===== src/rtl/spi_pkg.sv =====
// Shared SPI master types: FSM state enum, default parameters,
// and a helper sizing the slave-select index port.
package spi_pkg;

  typedef enum logic [1:0] {
    IDLE,
    CPHA_DLY,
    P0,
    P1
  } state_t;

  localparam int WORD_LEN_DEF   = 8;
  localparam int NUM_SLAVES_DEF = 4;
  localparam int DVSR_W_DEF     = 16;

  function automatic int sel_width(input int n);
    return (n > 1) ? $clog2(n) : 1;
  endfunction

endpackage


===== src/rtl/spi_clk_div.sv =====
// Half-period timer: load_i captures dvsr_i, then tick_o marks the
// last cycle of every (dvsr+1)-cycle window, reloading itself.
module spi_clk_div
  import spi_pkg::*;
#(
  parameter int DvsrWidth = DVSR_W_DEF
) (
  input  logic                 clk_i,
  input  logic                 rst_i,
  input  logic                 load_i,
  input  logic [DvsrWidth-1:0] dvsr_i,
  output logic                 tick_o
);

  logic [DvsrWidth-1:0] dvsr_q;
  logic [DvsrWidth-1:0] cnt_q;

  always_ff @(posedge clk_i or negedge rst_i) begin
    if (!rst_i) begin
      dvsr_q <= '0;
      cnt_q  <= '0;
    end else if (load_i) begin
      dvsr_q <= dvsr_i;
      cnt_q  <= dvsr_i;
    end else if (cnt_q == '0) begin
      cnt_q  <= dvsr_q;
    end else begin
      cnt_q  <= cnt_q - 1'b1;
    end
  end

  assign tick_o = (cnt_q == '0);

endmodule


===== src/rtl/spi_master_mcs.sv =====
// SPI master, all four modes, MSB/LSB first, multi slave-select
// with burst hold. Ports: word/divisor/mode/select in, SPI pins out.
module spi_master_mcs
  import spi_pkg::*;
#(
  parameter int WordLength = WORD_LEN_DEF,
  parameter int NumSlaves  = NUM_SLAVES_DEF,
  parameter int DvsrWidth  = DVSR_W_DEF,
  localparam int SelW      = sel_width(NumSlaves)
) (
  input  logic                  clk_i,
  input  logic                  rst_i,
  input  logic [WordLength-1:0] din_i,
  input  logic [DvsrWidth-1:0]  dvsr_i,
  input  logic                  start_i,
  input  logic                  cpol_i,
  input  logic                  cpha_i,
  input  logic                  lsb_first_i,
  input  logic [SelW-1:0]       ss_sel_i,
  input  logic                  hold_ss_i,
  output logic [WordLength-1:0] dout_o,
  output logic                  spi_done_tick_o,
  output logic                  ready_o,
  output logic                  sclk_o,
  output logic                  mosi_o,
  input  logic                  miso_i,
  output logic [NumSlaves-1:0]  ss_n_o
);

  localparam int CntW = $clog2(WordLength);
  localparam logic [CntW-1:0] LastBit =
    CntW'(WordLength - 1);

  state_t state_q, state_d;
  logic accept, last, tick, inv, lvl_d;
  logic [WordLength-1:0] tx_q, rx_q, dout_q;
  logic [CntW-1:0] bit_q;
  logic cpol_q, cpha_q, lsb_q, hold_q;
  logic done_q, sclk_q;
  logic [NumSlaves-1:0] ss_q;

  // Out-of-range selects decode to all ones.
  function automatic logic [NumSlaves-1:0]
    decode(input logic [SelW-1:0] s);
    logic [NumSlaves-1:0] d;
    for (int i = 0; i < NumSlaves; i++)
      d[i] = (int'(s) != i);
    return d;
  endfunction

  spi_clk_div #(.DvsrWidth(DvsrWidth)) u_div (
    .clk_i  (clk_i),
    .rst_i  (rst_i),
    .load_i (accept),
    .dvsr_i (dvsr_i),
    .tick_o (tick)
  );

  always_ff @(posedge clk_i or negedge rst_i) begin
    if (!rst_i) state_q <= IDLE;
    else        state_q <= state_d;
  end

  always_comb begin
    state_d = state_q;
    accept  = 1'b0;
    last    = 1'b0;
    unique case (state_q)
      IDLE: begin
        if (start_i) begin
          accept  = 1'b1;
          state_d = cpha_i ? CPHA_DLY : P0;
        end
      end
      CPHA_DLY: if (tick) state_d = P0;
      P0:       if (tick) state_d = P1;
      P1: begin
        if (tick) begin
          if (bit_q == LastBit) begin
            state_d = IDLE;
            last    = 1'b1;
          end else begin
            state_d = P0;
          end
        end
      end
      default: state_d = IDLE;
    endcase
  end

  // The active half-period is P1 for cpha=0, P0 for cpha=1.
  assign inv   = cpha_q ? (state_d == P0)
                        : (state_d == P1);
  assign lvl_d = cpol_q ^ inv;

  always_ff @(posedge clk_i or negedge rst_i) begin
    if (!rst_i) begin
      tx_q   <= '0;
      rx_q   <= '0;
      dout_q <= '0;
      bit_q  <= '0;
      cpol_q <= 1'b0;
      cpha_q <= 1'b0;
      lsb_q  <= 1'b0;
      hold_q <= 1'b0;
      done_q <= 1'b0;
      sclk_q <= 1'b0;
      ss_q   <= '1;
    end else begin
      done_q <= last;
      sclk_q <= (state_q == IDLE) ? cpol_i : lvl_d;
      if (accept) begin
        tx_q   <= din_i;
        cpol_q <= cpol_i;
        cpha_q <= cpha_i;
        lsb_q  <= lsb_first_i;
        hold_q <= hold_ss_i;
        bit_q  <= '0;
        ss_q   <= decode(ss_sel_i);
      end
      if (state_q == P0 && tick) begin
        rx_q <= lsb_q
          ? {miso_i, rx_q[WordLength-1:1]}
          : {rx_q[WordLength-2:0], miso_i};
      end
      if (state_q == P1 && tick) begin
        tx_q <= lsb_q ? (tx_q >> 1) : (tx_q << 1);
        if (last) begin
          dout_q <= rx_q;
          if (!hold_q) ss_q <= '1;
        end else begin
          bit_q <= bit_q + 1'b1;
        end
      end
    end
  end

  assign ready_o         = (state_q == IDLE);
  assign spi_done_tick_o = done_q;
  assign dout_o          = dout_q;
  assign sclk_o          = sclk_q;
  assign ss_n_o          = ss_q;
  assign mosi_o          = lsb_q ? tx_q[0]
                                 : tx_q[WordLength-1];

endmodule

===== config.mk =====
export PLATFORM = sky130hd
export DESIGN_NAME = spi_master_mcs
export DESIGN_NICKNAME = d
export VERILOG_FILES = /design/src/rtl/spi_pkg.sv /design/src/rtl/spi_clk_div.sv /design/src/rtl/spi_master_mcs.sv
export SDC_FILE = /design/constraint.sdc
export NUM_CORES = 1
export LEC_CHECK = 0
export ABC_AREA = 1
export CAP_MARGIN = 20
export CORE_MARGIN = 2
export CORE_UTILIZATION = 45
export CTS_BUF_LIST = sky130_fd_sc_hd__clkbuf_8
export DETAILED_ROUTE_END_ITERATION = 8
export GPL_TIMING_DRIVEN = 0
export MAX_ROUTING_LAYER = met4
export PLACE_DENSITY = 0.71
export SYNTH_ARGS = -nofsm -noshare
export SYNTH_HDL_FRONTEND = slang
export SYNTH_SLANG_ARGS = --single-unit

===== constraint.sdc =====
create_clock -name clk_i -period 1.5 [get_ports clk_i]
set_input_delay 0.45 -clock clk_i [delete_from_list [all_inputs] [get_ports clk_i]]
set_output_delay 0.45 -clock clk_i [all_outputs]
set_load 0.02 [all_outputs]

After elaboration in Yosys (flattened, before gate mapping)

Cells that the tools add are included.

Register bits after elaboration: 71

Equal/unequal tests: 9
Add/sub/neg operators: 2
Reduce and logical (&&, ||, !) cells: 7
Bitwise operators: 1
Multiplexer cells: 28

Operators by type and width:

| operator                                                             | count |
|---|---|
| 16-bit 2-to-1 mux                                                    | 2 |
| 8-bit 2-to-1 mux                                                     | 4 |
| 16-bit logical NOT                                                   | 1 |
| 4-bit 2-to-1 mux                                                     | 4 |
| 16-bit by 1-bit subtractor with 16-bit output, second input constant | 1 |
| 2-bit 2-to-1 mux                                                     | 6 |
| 3-bit 2-to-1 mux                                                     | 3 |
| 2-bit == test, second input constant                                 | 4 |
| 1-bit 2-to-1 mux                                                     | 8 |
| 2-bit one-hot mux with 4 select lines                                | 1 |
| 2-bit != test, second input constant                                 | 2 |
| 2-bit nonzero test                                                   | 2 |
| 3-bit by 1-bit adder with 3-bit output, second input constant        | 1 |
| 3-bit == test, second input constant                                 | 1 |
| 2-bit by 1-bit == test with 1-bit output, second input constant      | 1 |
| 1-bit logical AND                                                    | 2 |
| 2-bit logical NOT                                                    | 1 |
| 2-bit by 1-bit != test with 1-bit output, second input constant      | 1 |
| 2-bit AND reduction                                                  | 1 |
| 1-bit bitwise XOR                                                    | 1 |

Logic depth before layout (Yosys ltp)

Gate-level depths: netlist of the first run.

Depth after elaboration: 8
Gate-level depth with buffers: 12
Gate-level depth less buffers: 12

Cells and area by module

Synthesis of the first run repeated with hierarchy kept, for this count alone.

Cell total of the unflattened synthesis: 441
Area, all modules: 3647.2 sq um

Modules (own cells, without submodules):

| module         | area an instance (sq um) | sequential area each (sq um) | cells an instance | times used |
|---|---|---|---|---|
| spi_master_mcs | 1840.5                   | 980.9                        | 197               | 1 |
| spi_clk_div    | 1806.7                   | 800.8                        | 244               | 1 |

Worst setup path after synthesis of the first run

No wires, ideal clock.

Path type: register -> output
Start: register lsb_q
End: output mosi_o
Path buffers: 1
Data arrival time: 1.075 ns
Path slack: -0.025 ns
Data required time: 1.050 ns
Cell stages (with the launch flop): 3
Path through: dfrtp_1 clkbuf_1 o21ai_0

Cells in the longest elaborated chain, start to end: 1

RTL lines:

| element                | line                  | RTL |
|---|---|---|
| start, declared        | spi_master_mcs.sv:38  | `logic cpol_q, cpha_q, lsb_q, hold_q;` |
| start signal, assigned | spi_master_mcs.sv:116 | `lsb_q <= lsb_first_i;` |
| 1-bit 2-to-1 mux       | spi_master_mcs.sv:143 | `assign mosi_o = lsb_q ? tx_q[0]` |
| end, declared          | spi_master_mcs.sv:25  | `output logic mosi_o,` |

Every way passes these cells.

Worst setup path after layout of the first run

Start: register u_div.cnt_q[5]
End: register ss_q[0] (netlist: ss_n_o[0])

Cells in the longest elaborated chain, start to end: 5
Elaborated cells between the ends (all ways): 6

RTL lines:

| element                | line                  | RTL |
|---|---|---|
| start, declared        | spi_clk_div.sv:16     | `logic [DvsrWidth-1:0] cnt_q;` |
| start signal, assigned | spi_clk_div.sv:24     | `cnt_q <= dvsr_i;` |
| start signal, assigned | spi_clk_div.sv:26     | `cnt_q <= dvsr_q;` |
| start signal, assigned | spi_clk_div.sv:28     | `cnt_q <= cnt_q - 1'b1;` |
| 16-bit logical NOT *   | spi_clk_div.sv:32     | `assign tick_o = (cnt_q == '0);` |
| 1-bit 2-to-1 mux       | spi_master_mcs.sv:78  | `if (tick) begin` |
| 1-bit 2-to-1 mux       | spi_master_mcs.sv:68  | `unique case (state_q)` |
| 4-bit 2-to-1 mux       | spi_master_mcs.sv:128 | `if (last) begin` |
| 4-bit 2-to-1 mux *     | spi_master_mcs.sv:126 | `if (state_q == P1 && tick) begin` |
| end signal, assigned   | spi_master_mcs.sv:119 | `ss_q <= decode(ss_sel_i);` |
| end, declared          | spi_master_mcs.sv:40  | `logic [NumSlaves-1:0] ss_q;` |

Mark *: on every way between the ends. The rest lies on a longest branch, timed or not.
A chain may end at the register's enable or synchronous reset.

==> out/metrics.csv, run 1 <==
stage,metric,value,unit
synthesis,largest area contributor in the netlist,dfrtp_1,
die,Die X,91.8,um
place,Place WS,-0.475,ns
synthesis,top-count cell post-synth,nand2_1,
critical_path,crit path DAT,1.98,ns
die,Core Region,7610,sq um
layout,Fill cells,608,
layout,Total Nets Final,546,
synthesis,Commonest cells post-synth,"111 x nand2_1, 67 x dfrtp_1, 57 x o21ai_0",
die,initial core utilization,45.6,%
critical_path,CP Data Required Time,1.80,ns
place,HPWL after detailed placement,5650,um
cts,CTS Sinks,71,
layout,final non-filler cell area,4860,sq um
critical_path,crit end category,flop,
routing,DR vias/cell,5.32,
synthesis,Synth Register Bits,71,
global_route,first-pass GRT wire length,15400,um
timing,headroom to the max-slew limit,40.3,%
power_and_ir_drop,Leak,2.35,nW
timing,fmax,596,MHz
timing,"Slew Viols, Final",0,
global_route,total track usage,23.6,%
routing,post-DR wirelength/cell,15.3,um
flow_run,Max-Cap Viols,0,
routing,drt pass-1 iters,5,
routing,DR iter-0 viols,213,
die,full die area,8430,sq um
synthesis,Synth top area share,48.3,%
timing,final setup vio count,45,
cts,Clock Latency Late Sink,0.36,ns
global_route,vias in the first global route,3172,
cts,Root Driver,clkbuf_8,
layout,fraction of layout cells with a size suffix above 1,28.8,%
timing,final worst slack,-0.179,ns
timing,Layout Skew,0.0104,ns
synthesis,Avg Synthesized Cell Area,8.38,sq um
place,port bufs,49,
critical_path,critical path type,reg -> reg,
layout,Layout area overhead,40.1,%
synthesis,Synth Flop Type,dfrtp_1,
synthesis,Mapped Cells,414,
routing,Vias,3274,
layout,diode count,0,
cts,Clock transition at path regs,0.09,ns
routing,post-route ant nets,0,
critical_path,CP Launch Type,flop,
power_and_ir_drop,VDD IR max,0.484,mV
power_and_ir_drop,pwr dens,813,nW/um^2
synthesis,"top cells by area, synth","dfrtp_1 48%, nand2_1 12%, o21ai_0 8.2%",
die,Die Height,91.8,um
timing,fin crit period,1.68,ns
synthesis,Post-Syn Area,3470,sq um
critical_path,crit path max fanout,4,
cts,hold buffers post-CTS,0,
timing,Tcrit/Tclk final,112,%
cts,CTS Buffer Depth,2,
synthesis,share of synthesized registers carrying an async set or reset,100,%
timing,RSZ-0062 raised after global routing,yes,
timing,Fin. Hold Viols,0,
synthesis,synth unique cells,37,
routing,drt drc,0,
die,floorplan row count,32,
global_route,initial antenna violation count,0,
synthesis,Yosys Warn Count,0,
place,placed cell area,4090,sq um
synthesis,sequential fraction of the synthesis area,51.4,%
outcome,run status,"finished, violations left",
global_route,largest net degree at the start of global routing,72,
global_route,gr ovfl total,0,
cts,H-Tree Depth,3,
die,I/O pins,50,
outcome,failing checks,setup timing,
synthesis,"Net Count, Synth",452,
cts,TritonCTS clock tree,yes,
hold_path,class of the worst hold path,in -> async,
place,gpl congestion,0.863,
synthesis,number of synthesized flops with an enable pin,0,
routing,final wirelength,9400,um
cts,Num CTS Buffers,9,
timing,Least-Margin Pin Slew,0.895,ns
-- area by class of cell --
class	instances	area, sq um	share of cell area (%)
Timing Repair inverter	1	7.51	0.154
Clock inverter	7	121	2.50
Sequential cell	71	1780	36.6
Multi-Input combinational cell	284	1680	34.6
Tap cell	102	128	2.62
Inverter	44	183	3.76
Timing Repair Buffer	82	707	14.5
Clock buffer	9	124	2.55
Buffer	15	128	2.62
-- worst max-delay path: stages, from the launching register on --
cell and delay (ns):
dfrtp_1 0.40, nor2_2 0.16, nand2_2 0.10, nor2_4 0.22, nand4_1 0.21, buf_4 0.20, or2_4 0.26, nand3_2 0.07
-- routing by layer --
| metal | routed length [um] | GRT usage, % | up-vias |
|---|---|---|---|
| met5 | 0 | - | - |
| met4 | 240 | 9.58 | 0 |
| met3 | 393 | 3.78 | 22 |
| met2 | 4690 | 37.1 | 95 |
| met1 | 4070 | 30.9 | 1616 |
| li1 | - | - | 1541 |
-- power by group --
group / internal [W] / leakage [nW] / switching [W]
combinational: 0.0000771 / 1.40 / 0.0000616
clock: 0.00111 / 0.112 / 0.000793
sequential: 0.00191 / 0.838 / 0
-- state kept, by name (all words and copies together), names as in the netlist --
register / cells
tx_q: 8
dout_o: 8
rx_q: 8
state_q: 2
u_div.cnt_q: 16
spi_done_tick_o: 1
sclk_o: 1
hold_q: 1
cpha_q: 1
bit_q: 3
u_div.dvsr_q: 16
cpol_q: 1
lsb_q: 1
ss_n_o: 4
-- through the flow --
stage	power (W)	TNS [ns]	std cells	hold slack (ns)	utilization (%)
6_report	0.00395	-3.85	615	0.199	63.9
5_1_grt	0.00405	-9.87	615	0.275	63.9
4_1_cts	0.00396	-0.364	609	0.251	62.2
3_5_place_dp	0.00209	-18.41	565	0.462	53.7
3_3_place_gp	0.00209	-185.73	565	0.455	53.7
2_1_floorplan	0.00196	0	414	0.154	-
-- cells by family after synthesis --
group           after synthesis  share of synthesized area [%]
compound gates               89                           14.7
xor+xnor                      8                           2.02
simple gates                183                           23.6
buf+inv                      59                           6.92
fa+ha+maj                     4                           1.44
flops                        71                           51.4
-- path summary, 6_finish.rpt --
kind | from | endpoint | slack, ns | depth (start not counted)
min in group clk_i | u_div.dvsr_q[11]$_DFFE_PN0P_ | u_div.dvsr_q[11]$_DFFE_PN0P_ | 0.49 | 2
worst min register to register | u_div.dvsr_q[11]$_DFFE_PN0P_ | u_div.dvsr_q[11]$_DFFE_PN0P_ | 0.49 | 2
worst min-delay path | rst_i | tx_q[7]$_DFFE_PN0P_ | 0.20 | 1
max in group asynchronous | rst_i | u_div.dvsr_q[4]$_DFFE_PN0P_ | 0.69 | 1
worst max register to register | u_div.cnt_q[5]$_DFF_PN0_ | ss_n_o[0]$_DFF_PN1_ | -0.18 | 7
worst max-delay path | u_div.cnt_q[5]$_DFF_PN0_ | ss_n_o[0]$_DFF_PN1_ | -0.18 | 7
-- timing repair --
action | in CTS | in global routing
resized for setup | 113 | 49
gates cloned | 4 | 0
pin swaps | 24 | 9
setup endpoints to repair | 74 | 76
buffers inserted | 24 | 6
-- cell usage in the layout (no fill, tap or decap), types with 4 or more instances in the layout --
cell type,instances
nand2_1,103
dfrtp_1,67
o21ai_0,42
inv_1,37
buf_4,33
clkdlybuf4s50_1,32
o21ai_1,29
nor2_1,14
clkbuf_2,12
nand3_2,12
nand3_1,11
nand2_2,10
clkbuf_8,10
buf_6,8
nand2_4,7
nor2_4,7
nand4_1,6
xor2_1,5
nor2_2,4
clkinvlp_4,4
dfstp_2,4
No activity file was read; power rests on OpenSTA's default activity.
==> inputs of run 2 (changes only) <==
--- a/config.mk
+++ b/config.mk
@@ -5,9 +5,9 @@
 export SDC_FILE = /design/constraint.sdc
 export NUM_CORES = 1
 export LEC_CHECK = 0
-export ABC_AREA = 1
+export ABC_CLOCK_PERIOD_IN_PS = 1500
 export CAP_MARGIN = 20
-export CORE_MARGIN = 2
+export CORE_MARGIN = 10
 export CORE_UTILIZATION = 45
 export CTS_BUF_LIST = sky130_fd_sc_hd__clkbuf_8
 export DETAILED_ROUTE_END_ITERATION = 8
==> run 2 against run 1 <==
  * The flow still finishes with violations (setup timing)
  * Final cell count is 11% lower
  * Critical path type unchanged
  * Cell area is 4.2% higher
  * Sequential power hardly changed
  * Setup slack worse by 0.45 ns
  * Global-route usage decreased by 7.6 points
  * Via count decreased by 10%
  * Routed wire length up 0.99%
==> out/metrics.csv, run 2 <==
stage,metric,value,unit
synthesis,synth unique cells,52,
power_and_ir_drop,overall power,0.00367,W
die,Die Height,108,um
power_and_ir_drop,Leak,2.39,nW
layout,Total Nets Final,479,
global_route,first-pass GRT wire length,14500,um
cts,Clock Latency Late Sink,0.35,ns
timing,RSZ-0062 raised after global routing,yes,
cts,H-Tree Depth,3,
synthesis,number of synthesized flops with an enable pin,0,
die,I/O pins,50,
critical_path,crit path max fanout,6,
layout,Finished Layout Cells,545,
layout,area of the multi-input gates,1970,sq um
timing,"Slew Viols, Final",0,
synthesis,largest area contributor in the netlist,dfrtp_1,
layout,diode count,0,
power_and_ir_drop,VDD IR max,0.457,mV
critical_path,CP Launch Type,flop,
die,Die X,108,um
synthesis,"top cells by area, synth","dfrtp_1 48%, nand2_1 8.9%, o21ai_0 5.9%",
critical_path,critical path type,reg -> reg,
timing,total negative slack,-25.25,ns
die,Core Region,7370,sq um
timing,headroom to the max-slew limit,39.3,%
synthesis,Synth top area share,48.3,%
critical_path,CP Data Required Time,1.74,ns
synthesis,Yosys Warn Count,0,
outcome,failing checks,setup timing,
synthesis,share of synthesized registers carrying an async set or reset,100,%
synthesis,Post-Syn Area,3470,sq um
timing,fin crit period,2.13,ns
global_route,initial antenna violation count,0,
synthesis,sequential fraction of the synthesis area,51.4,%
power_and_ir_drop,pwr dens,725,nW/um^2
layout,register area,1790,sq um
routing,DR vias/cell,5.41,
layout,biggest regs,"u_div.cnt_q x16, u_div.dvsr_q x16",
die,full die area,11600,sq um
routing,post-DR wirelength/cell,17.4,um
global_route,largest net degree at the start of global routing,72,
cts,Root Driver,clkbuf_8,
flow_run,Max-Cap Viols,0,
global_route,vias in the first global route,2964,
routing,drt drc,0,
critical_path,R2R setup slack,-0.63,ns
critical_path,crit end category,flop,
synthesis,Commonest cells post-synth,"82 x nand2_1, 67 x dfrtp_1, 41 x o21ai_0",
routing,Vias,2948,
timing,Least-Margin Pin Slew,0.911,ns
place,placed cells,503,
layout,fraction of layout cells with a size suffix above 1,41.5,%
synthesis,Synth Flop Type,dfrtp_1,
synthesis,Avg Synthesized Cell Area,9.77,sq um
timing,final worst slack,-0.630,ns
outcome,run status,"finished, violations left",
cts,Clock transition at path regs,0.08,ns
place,HPWL after detailed placement,5680,um
layout,"commonest cells after routing, fill and taps aside","66 x nand2_1, 62 x dfrtp_1, 31 x clkdlybuf4s50_1",
place,port bufs,49,
synthesis,Synth Register Bits,71,
die,initial core utilization,47.1,%
routing,drt pass-1 iters,5,
timing,Tcrit/Tclk final,142,%
layout,Layout area overhead,46.0,%
synthesis,top-count cell post-synth,nand2_1,
routing,post-route ant nets,0,
global_route,total track usage,16.0,%
timing,Layout Skew,0.0106,ns
timing,final hold slack,0.230,ns
synthesis,Mapped Cells,355,
cts,CTS Sinks,71,
cts,Num CTS Buffers,9,
timing,fmax,469,MHz
timing,final setup vio count,53,
place,gpl congestion,0.812,
critical_path,crit path DAT,2.38,ns
cts,TritonCTS clock tree,yes,
synthesis,"Net Count, Synth",393,
layout,"commonest non-fill, non-tap cell in the layout",nand2_1,
global_route,gr ovfl total,0,
layout,Fill cells,551,
die,floorplan row count,31,
timing,Fin. Hold Viols,0,
routing,DR iter-0 viols,131,
routing,final wirelength,9490,um
hold_path,class of the worst hold path,in -> async,
cts,CTS Buffer Depth,2,
-- run 2: critical path, cell delays in order, from the launching register on --
cell and delay, ns:
dfrtp_1 0.40, inv_2 0.08, ha_4 0.12, nor4b_4 0.32, nand2_4 0.08, or4_4 0.58
or2_4 0.32, nand3_2 0.07, o21ai_2 0.05
-- run 2: final timing paths --
| kind | start | end | depth (start not counted) |
|---|---|---|---|
| setup / recovery | u_div.cnt_q[0]$_DFF_PN0_ | bit_q[0]$_DFF_PN0_ | 8 |
| hold / removal | rst_i | u_div.dvsr_q[5]$_DFFE_PN0P_ | 1 |
| setup reg to reg | u_div.cnt_q[0]$_DFF_PN0_ | bit_q[0]$_DFF_PN0_ | 8 |
| hold reg to reg | u_div.dvsr_q[9]$_DFFE_PN0P_ | u_div.dvsr_q[9]$_DFFE_PN0P_ | 2 |
| max in group asynchronous | rst_i | u_div.cnt_q[10]$_DFF_PN0_ | 1 |
| min in group clk_i | u_div.dvsr_q[9]$_DFFE_PN0P_ | u_div.dvsr_q[9]$_DFFE_PN0P_ | 2 |
-- run 2: final cells by class --
type / instances / share of cell area (%)
multi-input cells: 257 / 39.0
flip-flops and latches: 71 / 35.3
repair buffers: 81 / 15.4
plain buffers: 14 / 3.19
clock buffers: 10 / 2.72
well taps: 99 / 2.45
clock inverters: 6 / 1.33
inverters: 7 / 0.618
-- run 2: per-layer routing --
metal | vias up | part of all wire, % | global-route usage [%] | wire [um]
li1 | 1412 | - | - | -
met1 | 1462 | 45 | 19.8 | 4290
met2 | 66 | 50 | 25.2 | 4720
met3 | 8 | 4.0 | 3.35 | 378
met4 | 0 | 1.1 | 5.63 | 108
met5 | - | 0 | - | 0
-- run 2: report_power, final --
| part | internal (W) | total (W) | leakage (nW) | switching [W] |
|---|---|---|---|---|
| Clock | 0.000822 | 0.00160 | 0.0993 | 0.000782 |
| Combinational | 0.0000837 | 0.000148 | 1.42 | 0.0000639 |
| Sequential | 0.00192 | 0.00192 | 0.870 | 0.00000225 |
| Total | 0.00282 | 0.00367 | 2.39 | 0.000848 |
-- run 2: cell families (layout without fill, tap and decap cells) --
kind of cell             after synthesis  count (layout)  synth area share, %
AND/OR/NAND/NOR                      147             148                 21.7
multiplexers                          23              23                 6.96
flip-flops                            71              71                 51.4
adder cells (fa/ha/maj)                4               4                 1.44
XOR/XNOR                               8               8                 2.02
AO/OA/AOI/OAI                         74              74                 12.7
buffers and inverters                 28             118                 3.86
-- run 2: what timing repair did --
action | CTS | global route
cloned | 2 | 3
setup buffers | 17 | 11
hold buffers | 0 | 0
endpoints found under the setup margin | 86 | 83
pin swaps | 17 | 23
endpoints found under the hold margin | 0 | 0
gates resized for setup | 110 | 102
-- run 2: metrics by stage --
step	worst slack [ns]	utilization (%)	cell area, sq um
floorplan	-0.492	-	3590
global placement	-2.46	57.0	4200
detailed placement	-0.773	57.0	4200
CTS	-0.596	63.8	4700
global route	-0.721	68.7	5060
finish	-0.630	68.7	5060
